==> config.mk <==
export PLATFORM = sky130hd
export DESIGN_NAME = if_fetch_unit
export DESIGN_NICKNAME = d
export VERILOG_FILES = /design/src/rtl/if_fetch_unit.sv
export SDC_FILE = /design/constraint.sdc
export NUM_CORES = 1
export LEC_CHECK = 0
export CAP_MARGIN = 20
export CORE_ASPECT_RATIO = 1.2
export CORE_MARGIN = 3
export CORE_UTILIZATION = 25
export CTS_CLUSTER_SIZE = 25
export DETAILED_ROUTE_END_ITERATION = 10
export GPL_TIMING_DRIVEN = 1
export PLACE_DENSITY = 0.44
export SLEW_MARGIN = 40
export SYNTH_ARGS = -nofsm -noshare
export SYNTH_HDL_FRONTEND = slang
export SYNTH_SLANG_ARGS = --single-unit
==> constraint.sdc <==
create_clock -name clk -period 6.1 [get_ports clk]
set_input_delay 0.915 -clock clk [delete_from_list [all_inputs] [get_ports clk]]
set_output_delay 0.915 -clock clk [all_outputs]
set_load 0.005 [all_outputs]
==> src/rtl/if_fetch_unit.sv <==
// rtl/if_fetch_unit.sv - instruction fetch stage: PC, ROM request/ack handshake, instruction buffer
// Optional IF_ALIGN_CHECK_EN: misaligned fetch targets produce an if_excp entry instead of a ROM fetch.
module if_fetch_unit #(
    parameter int                ADDR_W     = 32,
    parameter int                DATA_W     = 32,
    parameter logic [ADDR_W-1:0] RESET_PC   = '0,
    parameter int                FIFO_DEPTH = 2
) (
    input  logic              clk,
    input  logic              rst,
    input  logic              stall,
    input  logic              branch_flag,
    input  logic [ADDR_W-1:0] branch_target,
    output logic              rom_ce,
    output logic              rom_req,
    output logic [ADDR_W-1:0] rom_addr,
    input  logic              rom_ack,
    input  logic [DATA_W-1:0] rom_data,
    output logic              if_valid,
    output logic [ADDR_W-1:0] if_pc,
`ifdef IF_ALIGN_CHECK_EN
    output logic              if_excp,
`endif
    output logic [DATA_W-1:0] if_inst
);

    localparam int PTR_W = $clog2(FIFO_DEPTH);
    localparam int CNT_W = PTR_W + 1;

    typedef enum logic [1:0] {IDLE, RUN, DROP} state_t;

    state_t            state, state_nxt;
    logic [ADDR_W-1:0] pc, pc_nxt, drop_addr, target_ld;
    logic [ADDR_W-1:0] fifo_pc   [FIFO_DEPTH];
    logic [DATA_W-1:0] fifo_inst [FIFO_DEPTH];
    logic [PTR_W-1:0]  wr_ptr, rd_ptr;
    logic [CNT_W-1:0]  count;
    logic              fifo_full, fetch_blocked, drop_enter;
    logic              push, push_data, pop, entry_excp;

`ifdef IF_ALIGN_CHECK_EN
    logic excp_done, push_excp;
    logic fifo_excp [FIFO_DEPTH];

    assign target_ld     = branch_target;
    assign fetch_blocked = (pc[1:0] != 2'b00);
    assign push_excp     = (state == RUN) && fetch_blocked && !excp_done && !fifo_full && !branch_flag;
    assign entry_excp    = push_excp;
    assign if_excp       = if_valid ? fifo_excp[rd_ptr] : 1'b0;

    // One exception entry per misaligned target; a new redirect re-arms it.
    always_ff @(posedge clk or negedge rst) begin
        if (!rst) begin
            excp_done <= 1'b0;
        end else if (branch_flag) begin
            excp_done <= 1'b0;
        end else if (push_excp) begin
            excp_done <= 1'b1;
        end
    end
`else
    assign target_ld     = branch_target & ~ADDR_W'(3);
    assign fetch_blocked = 1'b0;
    assign entry_excp    = 1'b0;
`endif

    assign fifo_full  = (count == CNT_W'(FIFO_DEPTH));
    assign if_valid   = (count != '0);
    assign rom_ce     = (state != IDLE);
    assign rom_addr   = (state == DROP) ? drop_addr : pc;
    assign pop        = if_valid && !stall && !branch_flag;
    assign push_data  = (state == RUN) && rom_req && rom_ack && !branch_flag;
    assign push       = push_data || entry_excp;
    assign drop_enter = (state == RUN) && branch_flag && rom_req && !rom_ack;
    assign if_pc      = if_valid ? fifo_pc[rd_ptr] : '0;
    assign if_inst    = if_valid ? fifo_inst[rd_ptr] : '0;

    always_comb begin
        rom_req = 1'b0;
        case (state)
            RUN:     rom_req = !fifo_full && !fetch_blocked;
            DROP:    rom_req = 1'b1;
            default: rom_req = 1'b0;
        endcase
    end

    always_comb begin
        state_nxt = state;
        pc_nxt    = pc;
        case (state)
            IDLE: state_nxt = RUN;
            RUN: begin
                if (branch_flag) begin
                    pc_nxt = target_ld;
                    if (rom_req && !rom_ack) begin
                        state_nxt = DROP;
                    end
                end else if (rom_req && rom_ack) begin
                    pc_nxt = pc + ADDR_W'(4);
                end
            end
            DROP: begin
                // The in-flight word is discarded; pc already holds the redirect target.
                if (rom_ack) begin
                    state_nxt = RUN;
                end
                if (branch_flag) begin
                    pc_nxt = target_ld;
                end
            end
            default: state_nxt = IDLE;
        endcase
    end

    always_ff @(posedge clk or negedge rst) begin
        if (!rst) begin
            state     <= IDLE;
            pc        <= RESET_PC;
            drop_addr <= RESET_PC;
        end else begin
            state <= state_nxt;
            pc    <= pc_nxt;
            if (drop_enter) begin
                drop_addr <= pc;
            end
        end
    end

    always_ff @(posedge clk or negedge rst) begin
        if (!rst) begin
            wr_ptr <= '0;
            rd_ptr <= '0;
            count  <= '0;
        end else if (branch_flag) begin
            wr_ptr <= '0;
            rd_ptr <= '0;
            count  <= '0;
        end else begin
            if (push) begin
                wr_ptr <= wr_ptr + PTR_W'(1);
            end
            if (pop) begin
                rd_ptr <= rd_ptr + PTR_W'(1);
            end
            if (push && !pop) begin
                count <= count + CNT_W'(1);
            end else if (pop && !push) begin
                count <= count - CNT_W'(1);
            end
        end
    end

    always_ff @(posedge clk) begin
        if (push) begin
            fifo_pc[wr_ptr]   <= pc;
            fifo_inst[wr_ptr] <= entry_excp ? '0 : rom_data;
`ifdef IF_ALIGN_CHECK_EN
            fifo_excp[wr_ptr] <= entry_excp;
`endif
        end
    end

endmodule

==> results of run 1 <==
-- critical path, delay by kind of cell (launching register included) --
kind | cells | cell delay (ns)
buf+inv | 2 | 1.11
flops | 1 | 0.89
mux | 1 | 0.15
simple gates | 1 | 0.14
-- flip-flops by register name (all words and copies together) (netlist names) --
signal     flops
count          2
state          2
wr_ptr         1
fifo_inst     64
rd_ptr         1
drop_addr     30
fifo_pc       60
pc            30
-- per-stage QoR --
step	setup WS [ns]	area (µm²)	cells	util [%]	hold WS, ns
final	2.42	11200	1274	33.6	0.466
after floorplan	0.0529	8570	669	-	0.450
after global placement	2.42	10600	1242	31.8	0.464
after CTS	2.32	11200	1274	33.6	0.490
after detailed placement	2.60	10600	1242	31.8	0.472
after global routing	2.19	11200	1274	33.6	0.510
-- cells by family after synthesis --
family / after synthesis / synth area share (%)
and+or+nand+nor: 180 / 9.99
AOI/OAI and AO/OA: 116 / 8.69
adders and majority gates: 7 / 1.02
muxes: 113 / 13.9
other: 1 / 0.0439
xor gates and xnor gates: 2 / 0.205
buffers and inverters: 57 / 3.23
DFF: 190 / 62.9
-- area by class of cell --
class / instances / area (µm²)
tap: 450 / 563
fill: 3352 / 22200
clock inverter: 12 / 119
inverter: 11 / 41.3
timing repair buffer: 169 / 1700
multi-input combinational: 422 / 2970
clock buffer: 20 / 478
sequential: 190 / 5380
-- worst max-delay path by stage --
stage / startpoint / endpoint / slack [ns] / cells after the start
final: rd_ptr / if_inst[12] / 2.42 / 4
after global routing: rd_ptr / if_pc[21] / 2.19 / 4
after CTS: rd_ptr / if_pc[22] / 2.32 / 4
after detailed placement: rom_ack / fifo_pc[1][9] / 2.60 / 4
after global placement: rom_ack / fifo_pc[0][6] / 2.42 / 4
after floorplan: state[0] / fifo_inst[0][0] / 0.05 / 5
-- power groups by stage --
stage	Sequential [mW]	Combinational (mW)	Clock (mW)
after detailed placement	2.04	1.81	0
after CTS	2.01	1.82	1.18
after global routing	2.06	1.96	1.23
final	2.01	1.77	1.14
after global placement	2.03	1.80	0
after floorplan	1.91	1.10	0
-- cell usage after synthesis, drive strengths merged (2+ instances only) --
| cell type | n | area [µm²] |
|---|---|---|
| a21boi | 2 | 15.0 |
| a21oi | 36 | 180 |
| a2bb2oi | 7 | 61.3 |
| a311oi | 2 | 17.5 |
| a31oi | 5 | 37.5 |
| and3 | 5 | 31.3 |
| and4 | 3 | 26.3 |
| buf | 25 | 155 |
| clkbuf | 21 | 80.1 |
| dfrtp | 66 | 1650 |
| edfxtp | 124 | 3720 |
| ha | 7 | 87.6 |
| inv | 11 | 41.3 |
| mux2 | 49 | 552 |
| mux2i | 64 | 641 |
| nand2 | 38 | 145 |
| nand3 | 26 | 135 |
| nand4 | 10 | 77.6 |
| nor2 | 79 | 304 |
| nor3 | 3 | 15.0 |
| nor4 | 2 | 12.5 |
| o211ai | 5 | 47.5 |
| o21ai | 27 | 135 |
| o22ai | 14 | 87.6 |
| o311ai | 2 | 17.5 |
| o31ai | 4 | 30.0 |
| o41ai | 2 | 17.5 |
| or2 | 3 | 18.8 |
| or3 | 2 | 12.5 |
| or4 | 3 | 22.5 |
-- routing by layer --
layer / global-route usage (%) / up-vias / wire [µm]
met5: 0 / - / 0
met1: 16.7 / 2838 / 10300
met2: 21.0 / 168 / 11300
met3: 2.67 / 23 / 1220
li1: - / 2762 / -
met4: 4.46 / 0 / 365
==> flow_metrics.env, run 1 <==
export IMPL_firstDrtPassIters=5
export IMPL_critPathLaunchType="register"
export IMPL_postCtsResizedCells=0
export IMPL_cp_arrival_ns=2.76
export IMPL_synth_enable_flop_cells=124
export IMPL_combPwrFrac_pct=36.0
export IMPL_yosysWarnings=0
export IMPL_p_seq_share_pct=40.9
export IMPL_wire_per_inst_um=18.2
export IMPL_power_density_nw_per_um2=437
export IMPL_place_congestion=0.749
export IMPL_portBuffers=161
export IMPL_hold_class="input port to asynchronous set/reset pin"
export IMPL_drtIter0Drc=374
export IMPL_p_sw_mw=1.69
export IMPL_finalPower_mw=4.91
export IMPL_rr_startpoint="state[0]"
export IMPL_slowest_delay_ns=0.89
export IMPL_pwr_share_clk_pct=23.1
export IMPL_rsz0062_at_grt="no"
export IMPL_relSlewSlack_pct=53.2
export IMPL_grt_pass1_wl_mm=35.2
export IMPL_io_pins=168
export IMPL_max_cap_viol_count=0
export IMPL_r2r_end="fifo_inst[1][15]"
export IMPL_criticalPathCategory="register to output port"
export IMPL_final_common_cell="clkdlybuf4s50_1"
export IMPL_cts_tree="yes"
export IMPL_worstSetupEndpointType="output port"
export IMPL_path_cells="buf_4 > mux2i_1 > nor2_1 > clkdlybuf4s50_1"
export IMPL_synth_async_reset_ratio_pct=34.7
export IMPL_h_tree_depth=4
export IMPL_die_h_um=209
export IMPL_grt_usage_pct=12.8
export IMPL_fmax_mhz=272
export IMPL_syn_to_final_growth_pct=31.5
export IMPL_core_region_area_um2=33400
export IMPL_syn_avg_cell_area_um2=12.8
export IMPL_setup_viol=0
export IMPL_start_util_pct=25.6
export IMPL_root_buffer="clkbuf_16"
export IMPL_clock_latency_ns=0.45
export IMPL_swShare_pct=34.4
export IMPL_hold_viol_final=0
export IMPL_layout_drive_gt1_share_pct=13.3
export IMPL_ir_drop_mv=0.185
export IMPL_postSynthCellCount=666
export IMPL_cp_slowest_cell="dfrtp_4"
export IMPL_worstPathRequired_ns=5.18
export IMPL_crit_fanout=36
export IMPL_grt_pass1_vias=5728
export IMPL_synth_flop_cell="edfxtp_1"
export IMPL_finalClockSkew_ns=0.0190
export IMPL_fp_dieArea_um2=36500
export IMPL_period_needed_ns=3.68
export IMPL_period_share_pct=60.3
export IMPL_antenna_found_initial=0
export IMPL_reg2reg_depth=5
export IMPL_fin_setup_tns_ns=0
export IMPL_vias_per_cell=4.55
export IMPL_status="finished, final reports clean"
export IMPL_postCtsHoldBufs=0
export IMPL_wirelength_mm=23.2
export IMPL_layout_nets=887
export IMPL_drc=0
export IMPL_globalRoute_totalOverflow=0
export IMPL_rrSetupSlack_ns=3.20
export IMPL_numClockSinks=190
export IMPL_synthesis_area_um2=8550
export IMPL_power_leakage_nw=3.80
export IMPL_ys_ff_latch=190
export IMPL_dieWidth_um=175
export IMPL_clock_path_buffers=2
export IMPL_diodes=0
export IMPL_cts_clk_slew_worst_paths_ns=0.07
export IMPL_post_cts_setup_buffer_count=0
export IMPL_hpwl_mm=15.1
export IMPL_p_int_mw=3.22
export IMPL_antenna_left=0
export IMPL_tightest_slew_ns=0.703
export IMPL_row_count=73
export IMPL_numCtsBuffers=17
export IMPL_drv_slew=0
export IMPL_vias=5791
export IMPL_grt_max_degree=67
export IMPL_synth_distinct_cells=60
export IMPL_mostFrequentLayoutCells="clkdlybuf4s50_1, edfxtp_1, nor2_1"
export IMPL_ys_seq_area_share_pct=62.9
Power figures use the tool's default switching activity.
==> inputs of run 2 (changes only) <==
Clock period 6.1 ns to 3 ns, I/O delays scaled along.
==> run 2 against run 1 <==
  * Die area unchanged
  * Count of clock-buffer cells in the layout is the same
  * Combinational power increased by 110%
  * Critical path depth up 1
  * Critical endpoint is now rom_addr[19]
  * First-iteration DRC count decreased by 25%
  * Highest routed layer is now met5
==> flow_metrics.env, run 2 (same netlist as run 1, synthesis figures left out) <==
export IMPL_status="finished, final reports clean"
export IMPL_root_buffer="clkbuf_16"
export IMPL_relSlewSlack_pct=53.5
export IMPL_grtUsageMet2_pct=22.0
export IMPL_grt_usage_pct=12.6
export IMPL_grt_pass1_wl_mm=35.4
export IMPL_cts_clk_slew_worst_paths_ns=0.07
export IMPL_largest_reg_flops=64
export IMPL_p_sw_mw=3.47
export IMPL_postCtsHoldBufs=0
export IMPL_worst_path_buf_inv=3
export IMPL_postCtsResizedCells=0
export IMPL_drv_slew=0
export IMPL_p_seq_share_pct=40.1
export IMPL_largestRegisters="fifo_inst x64, fifo_pc x60"
export IMPL_worstPathRequired_ns=2.55
export IMPL_rr_startpoint="state[0]"
export IMPL_rsz0062_at_grt="no"
export IMPL_use_met3_pct=3.02
export IMPL_clock_path_buffers=2
export IMPL_fmax_mhz=359
export IMPL_worstSetupStartpoint="state[0]"
export IMPL_start_util_pct=25.6
export IMPL_core_region_area_um2=33400
export IMPL_numClockSinks=190
export IMPL_layout_drive_gt1_share_pct=14.9
export IMPL_vias_per_cell=4.52
export IMPL_rrSetupSlack_ns=0.65
export IMPL_critPathLaunchType="register"
export IMPL_period_share_pct=92.9
export IMPL_critPathTopFamily="buffers and inverters"
export IMPL_mostFrequentLayoutCells="clkdlybuf4s50_1, edfxtp_1, nor2_1"
export IMPL_r2r_end="pc[26]"
export IMPL_final_common_cell="clkdlybuf4s50_1"
export IMPL_diodes=0
export IMPL_criticalPathCategory="register to output port"
export IMPL_finalWorstSetupSlack_ns=0.213
export IMPL_setup_viol=0
export IMPL_h_tree_depth=4
export IMPL_wirelength_mm=22.9
export IMPL_antenna_found_initial=1
export IMPL_drtIter0Drc=280
export IMPL_fillers=3368
export IMPL_grt_pass1_vias=5983
export IMPL_syn_to_final_growth_pct=33.1
export IMPL_vias=5819
export IMPL_pre_cts_slack_ns=0.609
export IMPL_hold_slack_ns=0.0122
export IMPL_regMostFlops="fifo_inst"
export IMPL_swShare_pct=34.4
export IMPL_path_cells="inv_2 > ha_2 > buf_4 > mux2_2 > clkdlybuf4s50_1"
export IMPL_cp_slowest_cell="clkdlybuf4s50_1"
export IMPL_power_leakage_nw=3.88
export IMPL_period_needed_ns=2.79
export IMPL_globalRoute_totalOverflow=0
export IMPL_drc=0
export IMPL_final_cell_area_um2=11400
export IMPL_combPwrFrac_pct=37.4
export IMPL_cts_tree="yes"
export IMPL_place_congestion=0.780
export IMPL_tightest_slew_ns=0.698
export IMPL_finalClockSkew_ns=0.0152
export IMPL_cp_arrival_ns=2.34
export IMPL_dieWidth_um=175
export IMPL_row_count=73
export IMPL_post_cts_setup_buffer_count=0
export IMPL_grtUsageMet1_pct=15.8
export IMPL_firstDrtPassIters=5
export IMPL_grt_max_degree=67
export IMPL_portBuffers=161
export IMPL_max_cap_viol_count=0
export IMPL_antenna_left=0
export IMPL_io_pins=168
export IMPL_reg2reg_depth=8
export IMPL_fp_dieArea_um2=36500
export IMPL_die_h_um=209
export IMPL_top_usage_layer="met2"
export IMPL_hpwl_mm=15.8
export IMPL_worstSetupEndpointType="output port"
export IMPL_wire_per_inst_um=17.8
export IMPL_crit_fanout=18
export IMPL_slowest_delay_ns=0.51
export IMPL_numCtsBuffers=17
export IMPL_power_density_nw_per_um2=887
export IMPL_clock_latency_ns=0.44
export IMPL_p_int_mw=6.63
export IMPL_hold_class="input port to asynchronous set/reset pin"
export IMPL_ir_drop_mv=0.354
export IMPL_hold_viol_final=0
export IMPL_post_dp_cell_area_um2=10800
export IMPL_layout_nets=900
export IMPL_pwr_share_clk_pct=22.5
-- run 2: changes by cell type in the layout (fill, tap and decap cells not counted), sizes merged --
cell,previous run,this run
buf,9,22
bufinv,1,0
inv,18,20
clkinvlp,1,0
-- run 2: layout make-up --
cell class	instances	area [µm²]	area share, %
repair buffers	182	1820	16.0
well taps	450	563	4.95
clock inverters	12	90.1	0.791
inverters	11	41.3	0.363
flip-flops and latches	190	5380	47.3
clock buffers	20	500	4.40
multi-input cells	422	2990	26.3
-- run 2: metrics by stage --
step	total power, mW	std cells	TNS (ns)	utilization (%)
after floorplan	6.17	669	-7.18	-
after global placement	7.94	1255	0	32.3
after detailed placement	7.97	1255	0	32.3
after CTS	10.3	1287	0	34.1
after global routing	10.8	1287	0	34.1
final	10.1	1287	0	34.1
-- run 2: worst max path at each step --
stage	endpoint	slack, ns	depth (start not counted)
global route	if_inst[7]	0.05	4
finish	rom_addr[19]	0.21	5
global placement	if_inst[19]	0.62	4
detailed placement	fifo_inst[0][20]	0.61	4
CTS	if_inst[19]	0.14	4
floorplan	fifo_inst[1][0]	-0.12	5
-- run 2: metal layers --
| metal | wire length (µm) | vias up |
|---|---|---|
| met1 | 10000 | 2870 |
| met3 | 1030 | 13 |
| met2 | 11600 | 135 |
| li1 | - | 2799 |
| met5 | 13 | - |
| met4 | 229 | 2 |
-- run 2: power by group through the flow --
stage | Sequential, mW | Clock (mW) | Combinational (mW)
after floorplan | 3.88 | 0 | 2.29
after global placement | 4.09 | 0 | 3.85
after detailed placement | 4.11 | 0 | 3.86
after CTS | 4.05 | 2.36 | 3.88
after global routing | 4.15 | 2.43 | 4.19
final | 4.05 | 2.27 | 3.78
